**config.mk**
```make
export PLATFORM = sky130hd
export DESIGN_NAME = multi_cycle_control
export DESIGN_NICKNAME = d
export VERILOG_FILES = /design/src/rtl/multi_cycle_control.sv
export SDC_FILE = /design/constraint.sdc
export NUM_CORES = 1
export LEC_CHECK = 0
export ABC_CLOCK_PERIOD_IN_PS = 4850
export CORE_MARGIN = 3
export CORE_UTILIZATION = 30
export CTS_CLUSTER_DIAMETER = 200
export DETAILED_ROUTE_END_ITERATION = 6
export PLACE_DENSITY = 0.62
export SYNTH_ARGS = -nofsm -noshare
export SYNTH_HDL_FRONTEND = slang
export SYNTH_SLANG_ARGS = --single-unit
```
**constraint.sdc**
```tcl
create_clock -name CLK -period 4.85 [get_ports CLK]
set_input_delay 0.97 -clock CLK [delete_from_list [all_inputs] [get_ports CLK]]
set_output_delay 0.97 -clock CLK [all_outputs]
set_load 0.05 [all_outputs]
```
**src/rtl/multi_cycle_control.sv**
```systemverilog
// Multi-cycle control FSM for a small RV32I subset (ADDI, SLLI, SLT, LW, SW, NOP).
// Sequences the IF/ID/EXE/MEM/WB datapath strobes, traps on unsupported encodings, counts retirements.
module multi_cycle_control (
  input  logic        CLK,
  input  logic        Reset_n,
  input  logic [6:0]  opCode,
  input  logic [2:0]  funct3,
  input  logic [6:0]  funct7,
  input  logic        mem_ready,
  output logic        PCWrite,
  output logic        IRWrite,
  output logic        RegWrite,
  output logic        MemRead,
  output logic        MemWrite,
  output logic        MemToReg,
  output logic        ALUSrcB,
  output logic [2:0]  ALUOp,
  output logic [6:0]  ALUopCode,
  output logic [2:0]  state,
  output logic        illegal,
  output logic [15:0] retired
);

  typedef enum logic [2:0] {
    StIf   = 3'b000,
    StId   = 3'b001,
    StExe  = 3'b010,
    StMem  = 3'b011,
    StWb   = 3'b100,
    StTrap = 3'b111
  } state_e;

  typedef enum logic [2:0] {
    ClsNop, ClsAddi, ClsSlli, ClsSlt, ClsLw, ClsSw, ClsIll
  } cls_e;

  function automatic cls_e decode(input logic [6:0] op, input logic [2:0] f3,
                                  input logic [6:0] f7);
    cls_e c;
    c = ClsIll;
    case (op)
      7'b0000000: c = ClsNop;
      7'b0010011: begin
        if (f3 == 3'b000) c = ClsAddi;
        else if (f3 == 3'b001 && f7 == 7'b0000000) c = ClsSlli;
      end
      7'b0110011: if (f3 == 3'b010 && f7 == 7'b0000000) c = ClsSlt;
      7'b0000011: if (f3 == 3'b010) c = ClsLw;
      7'b0100011: if (f3 == 3'b010) c = ClsSw;
      default:    c = ClsIll;
    endcase
    return c;
  endfunction

  state_e      state_q, state_d;
  logic [6:0]  op_q, op_d;
  logic [2:0]  f3_q, f3_d;
  logic [6:0]  f7_q, f7_d;
  logic        illegal_q, illegal_d;
  logic [15:0] retired_q, retired_d;
  logic        retire;
  cls_e        id_cls, lat_cls;

  assign id_cls  = decode(opCode, funct3, funct7);
  assign lat_cls = decode(op_q, f3_q, f7_q);

  always_ff @(posedge CLK or negedge Reset_n) begin
    if (!Reset_n) begin
      state_q   <= StIf;
      op_q      <= 7'd0;
      f3_q      <= 3'd0;
      f7_q      <= 7'd0;
      illegal_q <= 1'b0;
      retired_q <= 16'd0;
    end else begin
      state_q   <= state_d;
      op_q      <= op_d;
      f3_q      <= f3_d;
      f7_q      <= f7_d;
      illegal_q <= illegal_d;
      retired_q <= retired_d;
    end
  end

  always_comb begin
    state_d   = StIf;
    op_d      = op_q;
    f3_d      = f3_q;
    f7_d      = f7_q;
    illegal_d = illegal_q;
    retire    = 1'b0;
    case (state_q)
      StIf: state_d = StId;
      StId: begin
        // Fields are captured on every ID exit so later states never look at the live inputs.
        op_d = opCode;
        f3_d = funct3;
        f7_d = funct7;
        case (id_cls)
          ClsNop: begin
            state_d = StIf;
            retire  = 1'b1;
          end
          ClsIll: begin
            state_d   = StTrap;
            illegal_d = 1'b1;
          end
          default: state_d = StExe;
        endcase
      end
      StExe: state_d = (lat_cls == ClsLw || lat_cls == ClsSw) ? StMem : StWb;
      StMem: begin
        if (!mem_ready) begin
          state_d = StMem;
        end else if (lat_cls == ClsLw) begin
          state_d = StWb;
        end else begin
          state_d = StIf;
          retire  = 1'b1;
        end
      end
      StWb: begin
        state_d = StIf;
        retire  = 1'b1;
      end
      StTrap:  state_d = StTrap;
      default: state_d = StIf;
    endcase
    retired_d = retire ? retired_q + 16'd1 : retired_q;
  end

  always_comb begin
    PCWrite   = 1'b0;
    IRWrite   = 1'b0;
    RegWrite  = 1'b0;
    MemRead   = 1'b0;
    MemWrite  = 1'b0;
    MemToReg  = 1'b0;
    ALUSrcB   = 1'b0;
    ALUOp     = 3'b000;
    ALUopCode = (state_q == StIf) ? 7'd0 : op_q;
    if (state_q == StExe || state_q == StMem || state_q == StWb) begin
      unique case (lat_cls)
        ClsSlli: begin ALUOp = 3'b001; ALUSrcB = 1'b1; end
        ClsSlt:  begin ALUOp = 3'b010; ALUSrcB = 1'b0; end
        ClsAddi, ClsLw, ClsSw: begin ALUOp = 3'b000; ALUSrcB = 1'b1; end
        default: begin ALUOp = 3'b000; ALUSrcB = 1'b0; end
      endcase
    end
    case (state_q)
      StIf: begin
        PCWrite = 1'b1;
        IRWrite = 1'b1;
      end
      StMem: begin
        MemRead  = (lat_cls == ClsLw);
        MemWrite = (lat_cls == ClsSw);
      end
      StWb: begin
        RegWrite = 1'b1;
        MemToReg = (lat_cls == ClsLw);
      end
      default: ;
    endcase
    // Reset silences the datapath immediately, without waiting for a clock edge.
    if (!Reset_n) begin
      PCWrite   = 1'b0;
      IRWrite   = 1'b0;
      RegWrite  = 1'b0;
      MemRead   = 1'b0;
      MemWrite  = 1'b0;
      MemToReg  = 1'b0;
      ALUSrcB   = 1'b0;
      ALUOp     = 3'b000;
      ALUopCode = 7'd0;
    end
  end

  assign state   = state_q;
  assign illegal = illegal_q;
  assign retired = retired_q;

endmodule

```
==> results.cfg, run 1 <==
[power]
power.clock.fraction = 0.149
pwr_density_cell_mw_per_mm2 = 570.1
vdd_drop_max_v = 0.0002159
seqPwrFrac = 0.351
power.switching_w = 0.0007077
power.leakage_nw = 1.077
power_w = 0.001581
combPwrFrac = 0.500
internal-power_w = 0.0008731
p_sw_frac = 0.4477

[clocking]
root_buffer = clkbuf_8
ctsHoldBuffers = 0
path_clk_slew_ns = 0.07
cts_tree = built
worstSkewPairLatency_ns = 0.28
clkSinkCount = 37
ctsResizeCount = 0
cts_buffers = 5
h-tree-depth = 2
postCtsSetupBuffers = 0
clk_path_buf_depth = 2

[critical_path]
endpoint_kind = output pin
start_kind = flop
critical_path.max_fanout = 3
critical_path_class = reg2out
cp.required_ns = 3.88
crit_arrival_ns = 2.93

[detailed_routing]
route.detailed.drc = 0
via_count = 1735
drtIter0Drc = 87
dr.pass1.iters = 4
drtAntennaViolNets = 0
detail_route.wl_per_cell_um = 15.09
wl_um = 5086
routed_via_density = 5.148

[logic_synthesis]
synthAdderAreaFrac = 0.006116
synth-xor-area-share = 0.06422
synthArstFlopShare = 1.000
synth_ff_type = dfrtp_1
netlist_area_sq_mm = 0.002046
synth_mux_area_frac = 0.09908
synth_top_family_by_area = simple AND/OR/NAND/NOR gates
syn_avg_cell_area_sq_um = 10.08
synth_top_area_frac = 0.4526
synth.largest_area_cell = dfrtp_1
synth-simple-area-share = 0.2636
syn_inst = 203
synth.distinct_cells = 46
ys_warn_count = 0
synthTopCellsByArea = dfrtp_1 (45%), mux2_2 (9.9%), xnor2_1 (6.0%)
synth-edff-count = 0
synth_compound_area_frac = 0.08746
synth_nets = 224
ys_ff_latch = 37
yosysSeqAreaShare = 0.4526

[placement]
hpwl_um = 3866
portBuffers = 55
dpl_cell_area_sq_mm = 0.002671
gp_congestion = 0.8813

[global_route]
antenna_found_initial = 0
grt_util_met2 = 0.2189
grt_pass1_vias = 1720
grt_pass1_wl_um = 8390
grt-busiest-layer = met2
grt-ovfl-total = 0
gr-usage-all-layers = 0.1375
gr-usage-met1 = 0.1922
use_met3 = 0.02886
grt_max_degree = 34

[sta]
max-slew-margin-rel = 0.5225
grt_setup_unrepaired = false
tightest_slew_ns = 0.7142
slew_violations = 0
setup_tns_ns = 0
setup_viol = 0
hold_viol_final = 0
fin_crit_sh = 0.8034
post-route-min-period_ns = 3.896
finalClockSkew_ns = 0.004207
fmaxAchievable_mhz = 256.7
whs_ns = 0.4807

[floorplanning]
die_area_sq_mm = 0.007846
dieHeight_um = 88.58
start_util = 0.3150
num_rows = 29
die_x_um = 88.58
pin_count = 57
coreArea_sq_mm = 0.006495

[cells_and_area]
fillers = 624
design_area_sq_mm = 0.002773
area_growth_pct = 35.54
nNetsFinal = 280
fin_util = 0.4269
antenna_cells = 0
drive_gt1_frac = 0.1462

[outcome]
status = finished clean

[worst_hold_path]
hp-class = reg2reg

[job]
cap_violations = 0
[Yosys cell counts (all sizes together) (3+ instances only)]
library cell / number
mux2: 18
and2: 8
nand2: 9
and3: 9
nor2b: 3
dfrtp: 37
xnor2: 14
nor4: 5
nand4: 8
nor3: 7
a21oi: 3
nor2: 18
buf: 5
or3: 3
clkbuf: 4
nand3: 15
nor3b: 3
o21ai: 4
[path summary, 6_finish.rpt]
path                                     to         from  slack [ns]  cells after the start
worst max-delay path                ALUSrcB      f7_q[2]        0.95                      6
worst min-delay path            retired[15]  retired[15]        0.48                      1
worst max register to register   retired[1]      op_q[4]        2.64                      4
worst min register to register  retired[15]  retired[15]        0.48                      1
max in group asynchronous           f7_q[4]      Reset_n        3.67                      2
min in group asynchronous           op_q[5]      Reset_n        0.52                      1
[cell type report]
type | instances | area (sq um) | share of cell area
multi-input combinational | 155 | 1074 | 0.3872
sequential | 37 | 925.9 | 0.3339
timing repair buffer | 58 | 568.0 | 0.2049
clock buffer | 7 | 96.34 | 0.03475
tap | 77 | 96.34 | 0.03475
inverter | 2 | 7.507 | 0.002708
clock inverter | 1 | 5.005 | 0.001805
[cells by family (layout without fill, tap and decap cells)]
| logic type | after synthesis | after routing |
|---|---|---|
| DFF | 37 | 37 |
| other | 1 | 1 |
| buffers and inverters | 11 | 68 |
| AOI/OAI and AO/OA | 23 | 23 |
| muxes | 18 | 18 |
| xor gates and xnor gates | 15 | 15 |
| and+or+nand+nor | 97 | 97 |
| adders and majority gates | 1 | 1 |
[power by group through the flow]
| stage | Combinational [W] | Sequential, W | Clock, W |
|---|---|---|---|
| after floorplan | 0.000479 | 0.000622 | 0 |
| after global placement | 0.000786 | 0.000560 | 0 |
| after detailed placement | 0.000793 | 0.000563 | 0 |
| after CTS | 0.000796 | 0.000558 | 0.000240 |
| after global routing | 0.000850 | 0.000579 | 0.000260 |
| final | 0.000791 | 0.000555 | 0.000235 |
[worst max-delay path, stage by stage, from the launching register on]
cell and delay [ns]:
dfrtp_1 0.38, nor4_1 0.52, nand3_1 0.13, a32oi_1 0.30
nand3_1 0.11, a221oi_1 0.34, clkdlybuf4s50_1 0.87
[cell usage in the layout (no fill, tap or decap), types with 4 or more instances in the layout]
master	instances
clkdlybuf4s50_1	54
dfrtp_1	37
nor2_1	18
mux2_2	18
nand3_1	15
xnor2_1	14
nand2_1	9
and3_1	9
nand4_1	8
and2_1	8
nor3_1	7
clkbuf_8	7
nor4_1	4
o21ai_0	4
[per-layer routing]
| layer | part of all wire | wire length (um) |
|---|---|---|
| met4 | 0.0065 | 33 |
| met3 | 0.041 | 211 |
| met2 | 0.47 | 2384 |
| met5 | 0 | 0 |
| met1 | 0.48 | 2457 |
[state kept, by name (all words and copies together) (netlist names)]
signal	count
f7_q	7
illegal	1
f3_q	3
state	3
retired	16
op_q	7
[stage by stage]
step	std cells	setup slack (ns)
4_1_cts	337	0.8800
3_3_place_gp	329	1.208
5_1_grt	337	0.7067
6_report	337	0.9537
3_5_place_dp	329	1.161
2_1_floorplan	203	1.371
(Power assumes the default switching activity.)
==> run 2, diff against run 1 <==
ABC_CLOCK_PERIOD_IN_PS = 3700   (was 4850)
clock period = 3.7 ns   (was 4.85 ns; I/O delays follow)
==> run 2 against run 1 <==
  * Sequential cell count did not move
  * Worst setup slack got worse by 0.71 ns
  * Die area did not move
  * Hold slack got worse by 0.20 ns
  * Wire length fell by 1.2%
  * Clock power rose by 32%
  * Clock skew rose by 0.0014 ns
  * Global-route usage fell by 0.41 points
  * Power rose by 36%
  * Sequential power rose by 31%
  * Critical path depth fell by 1
  * Final cell count rose by 0.30%
==> results.cfg, run 2 (synthesized netlist as in run 1, its figures left out) <==
[cells_and_area]
largest_reg_flops = 16
area_growth_pct = 38.84
layout_commonest_cell = clkdlybuf4s50_1
drive_gt1_frac = 0.1916
antenna_cells = 0
nNetsFinal = 281
most-common-layout-cells = clkdlybuf4s50_1 (43), dfrtp_1 (37), nor2_1 (18), mux2_2 (18), nand3_1 (15)
fin_util = 0.4373

[sta]
grt_setup_unrepaired = false
fmaxAchievable_mhz = 289.1
hold_viol_final = 0
whs_ns = 0.2765
post-route-min-period_ns = 3.460
setup_tns_ns = 0
tightest_slew_ns = 0.7161
layout_setup_ws_ns = 0.2405
fin_crit_sh = 0.9350
setup_viol = 0
max-slew-margin-rel = 0.5212
finalClockSkew_ns = 0.005585
slew_violations = 0

[power]
pwr_density_cell_mw_per_mm2 = 754.2
power.leakage_nw = 1.125
vdd_drop_max_v = 0.0003038

[global_route]
grt_max_degree = 22
grt_pass1_vias = 1614
antenna_found_initial = 0
gr-usage-all-layers = 0.1334
grt_pass1_wl_um = 8059
grt-ovfl-total = 0

[clocking]
h-tree-depth = 2
worstSkewPairLatency_ns = 0.29
path_clk_slew_ns = 0.08
ctsHoldBuffers = 0
cts_buffers = 5
clk_path_buf_depth = 2
postCtsSetupBuffers = 0
ctsResizeCount = 0
clkSinkCount = 37
root_buffer = clkbuf_8
cts_tree = built

[floorplanning]
die_area_sq_mm = 0.007846
dieHeight_um = 88.58
die_x_um = 88.58
start_util = 0.3150
pin_count = 57
num_rows = 29
coreArea_sq_mm = 0.006495

[detailed_routing]
route.detailed.drc = 0
drtIter0Drc = 114
via_count = 1726
routed_via_density = 5.107
detail_route.wl_per_cell_um = 14.86
wl_um = 5024
dr.pass1.iters = 4
drtAntennaViolNets = 0

[critical_path]
endpoint_kind = output pin
critPathTopFamily = buffers and inverters
cp.required_ns = 2.96
reg2regPathDepth = 4
crit_arrival_ns = 2.72
cp_cell_sequence = or3b_2, a211oi_1, o21ai_0, nor2_1, clkdlybuf4s50_1
slowest_delay_ns = 0.80
r2r-end = retired[1]
critPathBufInv = 1
reg2reg_slack_ns = 1.50
critical_path.slowest_cell = clkdlybuf4s50_1
crit_start = op_q[4]
start_kind = flop
path_depth = 5
regToRegStartpoint = op_q[4]
critical_path_class = reg2out
critical_path.max_fanout = 9

[job]
cap_violations = 0

[placement]
gp_congestion = 0.8053
portBuffers = 55
pre_cts_slack_ns = 0.5587
hpwl_um = 3909

[worst_hold_path]
hp-class = in2async

[outcome]
status = finished clean
## run 2: changes by cell type in the layout (fill, tap and decap cells not counted)
cell	change
clkdlybuf4s50_1	-11
buf_4	+5
buf_12	+7
## run 2: area by class of cell
cell class              count  area, sq um
inverters                   2        7.507
clock buffers               7        96.34
clock inverters             1        5.005
fillers                   624         3655
repair buffers             59        635.6
flip-flops and latches     37        925.9
multi-input cells         155         1074
well taps                  77        96.34
## run 2: worst max-delay path by stage
| stage | to |
|---|---|
| floorplan | ALUSrcB |
| global placement | MemWrite |
| detailed placement | MemWrite |
| CTS | MemWrite |
| global route | MemRead |
| finish | MemWrite |
## run 2: report_power, final
| group | internal (W) | switching [W] |
|---|---|---|
| Clock | 0.000168 | 0.000142 |
| Combinational | 0.000485 | 0.000619 |
| Sequential | 0.000548 | 0.000179 |
| Total | 0.00120 | 0.000941 |
## run 2: per-layer routing
layer	wire length, um	up-vias	part of all wire	track usage
met5	0	-	0	0
met4	41	0	0.0082	0.04121
met3	217	2	0.043	0.03166
met2	2249	40	0.45	0.1985
met1	2516	826	0.50	0.1922
li1	-	858	-	-
## run 2: per-stage QoR
step | total power, W | cells | area [sq um]
detailed placement | 0.001845 | 330 | 2739
finish | 0.002142 | 338 | 2840
global route | 0.002275 | 338 | 2840
floorplan | 0.001443 | 203 | 2046
CTS | 0.002159 | 338 | 2840
global placement | 0.001828 | 330 | 2739
